### config.mk
export PLATFORM = sky130hd
export DESIGN_NAME = matrix_rx
export DESIGN_NICKNAME = d
export VERILOG_FILES = /design/src/rtl/matrix_rx.sv
export SDC_FILE = /design/constraint.sdc
export NUM_CORES = 1
export LEC_CHECK = 0
export CAP_MARGIN = 25
export CORE_MARGIN = 2
export CORE_UTILIZATION = 57
export CTS_CLUSTER_DIAMETER = 30
export CTS_CLUSTER_SIZE = 8
export DETAILED_ROUTE_END_ITERATION = 8
export GPL_TIMING_DRIVEN = 0
export HOLD_SLACK_MARGIN = 0.1
export PLACE_DENSITY = 0.79
export SYNTH_ARGS = -nofsm -noshare
export SYNTH_HDL_FRONTEND = slang
export SYNTH_SLANG_ARGS = --single-unit
### constraint.sdc
create_clock -name clk_9m -period 3.2 [get_ports clk_9m]
set_input_delay 0.48 -clock clk_9m [delete_from_list [all_inputs] [get_ports clk_9m]]
set_output_delay 0.48 -clock clk_9m [all_outputs]
set_load 0.02 [all_outputs]
### src/rtl/matrix_rx.sv
// rtl/matrix_rx.sv - receiver for the 3-wire matrix LED link, decodes frames into a shadow register file
//
// Ports:
//   clk_9m      system clock, doubles as the serial bit clock
//   pll_rst     asynchronous reset, active-low
//   cs          frame enable, active-low; the first cycle it is sampled high latches the frame
//   din         serial data, MSB first, sampled on clk_9m rising edge while cs=0
//   rd_addr     row read select (0..7)
//   rd_row      row register[rd_addr], combinational
//   decode_mode register 0x9
//   intensity   register 0xA [3:0]
//   scan_limit  register 0xB [2:0]
//   shutdown_n  register 0xC [0], 0 = shutdown
//   disp_test   register 0xF [0]
//   frame_valid one-cycle pulse, frame committed
//   frame_err   one-cycle pulse, frame too short and discarded
//   frame_addr  address of the last committed frame
//   frame_data  data of the last committed frame

module matrix_rx #(
    parameter int FRAME_BITS = 16,
    parameter int CNT_W      = 8
) (
    input  logic       clk_9m,
    input  logic       pll_rst,
    input  logic       cs,
    input  logic       din,
    input  logic [2:0] rd_addr,
    output logic [7:0] rd_row,
    output logic [7:0] decode_mode,
    output logic [3:0] intensity,
    output logic [2:0] scan_limit,
    output logic       shutdown_n,
    output logic       disp_test,
    output logic       frame_valid,
    output logic       frame_err,
    output logic [3:0] frame_addr,
    output logic [7:0] frame_data
);

    typedef enum logic {
        IDLE,
        SHIFT
    } state_t;

    state_t                  state;
    state_t                  state_nxt;
    logic [FRAME_BITS-1:0]   sr;
    logic [CNT_W-1:0]        cnt;
    logic [7:0]              rows [0:7];
    logic                    latch;
    logic                    commit;
    logic                    glitch;
    logic [3:0]              addr;
    logic [7:0]              data;
    logic                    unused_hi;

    // Only the low 12 bits of the frame carry address and data; the top nibble is don't-care.
    assign addr      = sr[11:8];
    assign data      = sr[7:0];
    assign unused_hi = ^sr[FRAME_BITS-1:12];

    // Read happens before any same-cycle write lands, so a colliding read sees the old row.
    assign rd_row = rows[rd_addr];

    // Daisy-chain semantics: any frame of at least FRAME_BITS bits commits its last FRAME_BITS bits.
    assign commit = latch && (cnt >= CNT_W'(FRAME_BITS));
    assign glitch = latch && !commit;

    always_ff @(posedge clk_9m or negedge pll_rst) begin
        if (!pll_rst) begin
            state <= IDLE;
        end else begin
            state <= state_nxt;
        end
    end

    always_comb begin
        state_nxt = state;
        latch     = 1'b0;
        case (state)
            IDLE: begin
                if (!cs) begin
                    state_nxt = SHIFT;
                end
            end
            SHIFT: begin
                if (cs) begin
                    state_nxt = IDLE;
                    latch     = 1'b1;
                end
            end
            default: state_nxt = IDLE;
        endcase
    end

    always_ff @(posedge clk_9m or negedge pll_rst) begin
        if (!pll_rst) begin
            sr          <= '0;
            cnt         <= '0;
            decode_mode <= '0;
            intensity   <= '0;
            scan_limit  <= '0;
            shutdown_n  <= 1'b0;
            disp_test   <= 1'b0;
            frame_valid <= 1'b0;
            frame_err   <= 1'b0;
            frame_addr  <= '0;
            frame_data  <= '0;
            for (int i = 0; i < 8; i++) begin
                rows[i] <= '0;
            end
        end else begin
            frame_valid <= commit;
            frame_err   <= glitch;

            if (!cs) begin
                sr <= {sr[FRAME_BITS-2:0], din};
                // First bit out of IDLE restarts the count; in SHIFT the count saturates.
                if (state == IDLE) begin
                    cnt <= CNT_W'(1);
                end else if (cnt != '1) begin
                    cnt <= cnt + CNT_W'(1);
                end
            end else if (latch) begin
                cnt <= '0;
            end

            if (commit) begin
                frame_addr <= addr;
                frame_data <= data;
                case (addr)
                    4'h1, 4'h2, 4'h3, 4'h4,
                    4'h5, 4'h6, 4'h7, 4'h8: rows[3'(addr - 4'd1)] <= data;
                    4'h9: decode_mode <= data;
                    4'hA: intensity   <= data[3:0];
                    4'hB: scan_limit  <= data[2:0];
                    4'hC: shutdown_n  <= data[0];
                    4'hF: disp_test   <= data[0];
                    default: ;
                endcase
            end
        end
    end

endmodule
Yosys cells after proc, flatten, opt, wreduce, memory -nomap -nowiden --
Cells that the tools add are included.
Cells by class: $add $sub $neg 2, $lt $le $gt $ge 4, equal/unequal tests 16, mux-type cells 13, bitwise gates (word level) 2, reductions and logical operators 12
Operators with widths (count):
- 64-bit bitwise mux | 1
- 8-bit 2-to-1 mux | 7
- 8-bit binary-select mux with 3-bit select | 1
- 8-bit demux with 3-bit select | 1
- 4-bit == test, second input constant | 6
- 4-bit by 3-bit == test with 1-bit output, second input constant | 4
- 2-bit AND reduction | 7
- 8-bit by 1-bit adder with 8-bit output, second input constant | 1
- 4-bit by 2-bit == test with 1-bit output, second input constant | 2
- 4-bit greater-or-equal comparator, second input constant | 2
- 8-bit by 5-bit greater-or-equal comparator with 1-bit output, second input constant | 1
- 8-bit inequality test, second input constant | 1
- 3-bit NOT with 4-bit output | 2
- 8-bit OR reduction | 1
- 4-bit by 1-bit == test with 1-bit output, second input constant | 1
- 4-bit by 1-bit less-than comparator with 1-bit output, second input constant | 1
- 1-bit logical AND | 3
- 1-bit 2-to-1 mux | 3
- 3-bit by 2-bit inequality test with 1-bit output, second input constant | 1
- 3-bit by 1-bit subtractor with 3-bit output, second input constant | 1
- 2-bit by 1-bit inequality test with 1-bit output, second input constant | 1
- 1-bit zero test | 1
Storage, ports and cells: register bits after elaboration 116, logic and storage cells 69

Depth between registers and ports, before layout --
depth in word-level cells 7, mapped depth 8, mapped depth without buffers 6

Worst setup path before layout --
OpenSTA, ideal clock, no wires.
path type register to register, start point register sr[8], end point register rows[0] (netlist bit), setup time 125 ps, arrival time 2263 ps, required time 3075 ps, path slack 813 ps, stages on the path, launching flop included 9, path buffers 2, clock period less this slack 2387 ps, cells stage by stage dfrtp_1 buf_2 inv_1 ha_1 or3b_4 a21oi_4 and3_1 buf_6 mux2_2
On the way: longest elaborated chain between the ends 7
RTL lines:
- start: declaration | RTL line 48 | logic [FRAME_BITS-1:0] sr;
- start signal: assignment | RTL line 118 | sr <= {sr[FRAME_BITS-2:0], din};
- 3-bit by 1-bit subtractor with 3-bit output | RTL line 134 | 4'h5, 4'h6, 4'h7, 4'h8: rows[3'(addr - 4'd1)] <= data;
- 3-bit NOT with 4-bit output (implied by the code) | RTL line 134
- 4-bit greater-or-equal comparator (implied by the code) or 4-bit by 1-bit less-than comparator with 1-bit output (tied branches) | RTL line 134
- 1-bit logical AND (implied by the code) | RTL line 134
- 8-bit 2-to-1 mux (implied by the code) | RTL line 134
- 8-bit demux with 3-bit select | RTL line 134
- 64-bit bitwise mux | RTL line 134
- end signal: indexed assignment | RTL line 134
- end: declaration | RTL line 50 | logic [7:0] rows [0:7];
Parallel ways exist; a longest one is shown, timed or not. A chain may end at the register's enable or synchronous reset.

Final worst setup path --
start point input rd_addr[0], end point output rd_row[4]
On the way: longest elaborated chain between the ends 4
RTL lines:
- start: declaration | RTL line 28 | input logic [2:0] rd_addr,
- 3-bit NOT with 4-bit output (implied by the code) | RTL line 64 | assign rd_row = rows[rd_addr];
- 8-bit binary-select mux with 3-bit select | RTL line 64
- 8-bit 2-to-1 mux (implied by the code) (2 in a row) | RTL line 64
- end: declaration | RTL line 29 | output logic [7:0] rd_row,
No other way between the ends. The select of a mux whose other input is x is not followed.

==> impl_metrics.yaml <==
critical_path:
  cp_top_family: "buffers and inverters"
  r2r-end: "rows[7]"
  cp.depth: 5
  r2r_start: "sr[8]"
  cp.buffers_inverters: 3
  crit_path_top_delay_cell: "mux4_2"
  cp.required_ns: 2.72
  crit_path_max_incr_delay_ns: 0.56
  crit_path_end_kind: "output pin"
  cp.arrival_ns: 2.53
  crit_chain: "buf_2 -> buf_2 -> mux4_2 -> mux2_2 -> clkdlybuf4s50_1"
  crit_path_start_kind: "input port"
  criticalPathCategory: "in -> out"
  crit_top_cell: "buf_2"
  regToRegSetupSlack_ns: 0.55
  rr_worst_depth: 8
  cp_max_fo: 10
synth:
  synth_compound_gate_area_share: 0.0265
  synth_top_area_share: 0.555
  synth.avg_cell_area_um2: 15.0
  yosys_register_bits: 116
  syn-cell-area_um2: 5230
  yosys.area_share.simple: 0.0715
  synthCells: 350
  synth_top_family_by_area: "multiplexers"
  ys_seq_area_frac: 0.555
  synth-xor-area-share: 0.00167
  synth_cell_types: 41
  synth_mux_area_frac: 0.308
  synth_fa_ha_area_frac: 0.0143
  ys_warn_count: 0
  synth_area_leaders: "dfrtp_1 55%, mux2_2 24%, mux4_2 6.9%"
  synth_fp_nets: 363
  yosysTopAreaCell: "dfrtp_1"
sta:
  min_period_over_period: 0.941
  rsz0062_at_grt: "false"
  hold_viol_final: 0
  drv_slew: 0
  max_slew_margin: 0.518
  hold-worst-slack_ns: 0.381
  finalSetupViolations: 0
  fmax_mhz: 332
  finalCriticalPeriod_ns: 3.01
  finClkSkew_ns: 0.00727
  max_slew.worst_pin.slew_ns: 0.723
placed_design:
  place_inst: 501
  gp_congestion: 0.850
  place_hpwl_um: 6850
  placed_area_um2: 5820
  io_buffers: 42
routing:
  ant_nets: 0
  drtPass1Iterations: 4
  drt-total-wl_um: 10700
  vias_per_cell: 5.85
  wl_per_cell_um: 20.1
  drcViolationCount: 0
  vias: 3120
  drtIter0Drc: 163
finish:
  final_cell_mix: "116 x dfrtp_1, 111 x mux2_2, 41 x clkdlybuf4s50_1, 16 x mux4_2, 16 x clkbuf_16"
  final_common_cell: "dfrtp_1"
  fillers: 572
  drive_above_1_share: 0.426
  fin_cells: 533
  diodes: 0
  final_cell_area_um2: 6450
  layout.nets: 426
  area_delta_synth_final_pct: 23.3
floorplanning:
  die_area_um2: 9970
  core_area_um2: 8810
  fp.dieW_um: 99.8
  initial_utilization: 0.594
  rows: 34
  die_h_um: 99.8
  top_level_ports: 46
clock_tree:
  cts_tree: "built"
  cts_root_buf: "clkbuf_8"
  clk_pin_slew_ns: 0.05
  cts_buffers: 17
  cts_setup_buffers: 0
  cts_max_level: 4
  clockBufferDepth: 2
  clk_latency_ns: 0.50
  clkSinkCount: 116
min_path:
  hp-class: "in -> async"
pwr:
  peakVddDrop_mv: 0.353
  leakagePower_uw: 0.00311
  power_density_nw_per_um2: 625
global_route:
  overflow: 0
  grt_max_degree: 100
  first_global_vias: 3356
  track_usage: 0.240
  grt_first_pass_wirelength_um: 18000
  antenna_found_initial: 0
outcome:
  status: "finished, final reports clean"
job:
  cap_viol_max_count: 0
[worst register-to-register path, cell delays in order (launching register included)]
cell	delay, ns
dfrtp_1	0.38
buf_2	0.26
inv_1	0.20
ha_1	0.30
or3b_4	0.40
a21oi_4	0.27
and3_1	0.21
buf_6	0.16
mux2_2	0.35
[synth_stat cells (all sizes together)]
library cell,number
a21o,2
a21oi,3
a31oi,3
and3,2
and4,3
buf,10
clkbuf,12
dfrtp,116
ha,6
inv,5
mux2,111
mux4,16
nand2,14
nand2b,2
nand3,6
nand4,7
nand4b,1
nor2,5
nor2b,2
nor3,2
nor4,3
nor4b,1
o211ai,1
o21ai,7
o311ai,2
o31ai,2
or2,1
or3,2
or3b,1
or4,1
xnor2,1
[cell type report]
type | count | area (um^2) | share of cell area
clock buffers | 22 | 473 | 0.0733
multi-input cells | 207 | 2210 | 0.342
repair buffers | 44 | 459 | 0.0712
clock inverters | 9 | 150 | 0.0233
flip-flops and latches | 116 | 2900 | 0.450
inverters | 5 | 18.8 | 0.00291
well taps | 108 | 135 | 0.0209
plain buffers | 22 | 106 | 0.0165
[sequential cells by signal, summed over array words and instances (netlist names)]
name / cells
frame_data: 8
disp_test: 1
rows: 64
frame_err: 1
cnt: 8
shutdown_n: 1
intensity: 4
frame_addr: 4
scan_limit: 3
sr: 12
state: 1
frame_valid: 1
decode_mode: 8
[how the worst max path moves through the flow]
stage | start | endpoint | slack, ns
final | rd_addr[0] | rd_row[4] | 0.19
after global routing | rd_addr[0] | rd_row[1] | 0.06
after CTS | rd_addr[0] | rd_row[1] | 0.13
after detailed placement | rd_addr[1] | rd_row[4] | -0.007
after global placement | pll_rst | decode_mode[3] | -2.74
after floorplan | sr[8] | rows[0] | 0.81
[stage by stage]
step,power [uW],worst slack (ns),TNS [ns],utilization
6_report,4030,0.188,0,0.733
5_1_grt,4180,0.0604,0,0.733
4_1_cts,4060,0.130,0,0.733
3_5_place_dp,2090,-0.00692,-0.00692,0.661
3_3_place_gp,2060,-2.74,-317.44,0.657
2_1_floorplan,1940,0.813,0,-
[where the power goes]
group	internal, uW	switching, uW	total, uW
Combinational	163	334	497
Sequential	1520	53.8	1570
Clock	1340	626	1960
Total	3020	1010	4030
[routing by layer]
layer | track usage | vias to the layer above | routed length (um)
li1 | - | 1414 | -
met1 | 0.341 | 1631 | 4850
met2 | 0.370 | 67 | 5300
met3 | 0.0662 | 8 | 486
met4 | 0.0674 | 0 | 93
met5 | 0 | - | 0
[timing repair]
| item | 4_1_cts | 5_1_grt |
|---|---|---|
| setup endpoints to repair | 2 | 0 |
| hold endpoints to repair | 17 | 0 |
| hold buffers | 1 | 0 |
| resized for setup | 1 | 0 |
[cell families (layout without fill, tap and decap cells)]
kind of cell,Yosys count,count (layout)
mux,127,127
flops,116,116
simple gates,53,53
buf+inv,27,102
compound gates,20,20
fa+ha+maj,6,6
xor+xnor,1,1
No activity file was read; power rests on OpenSTA's default activity.
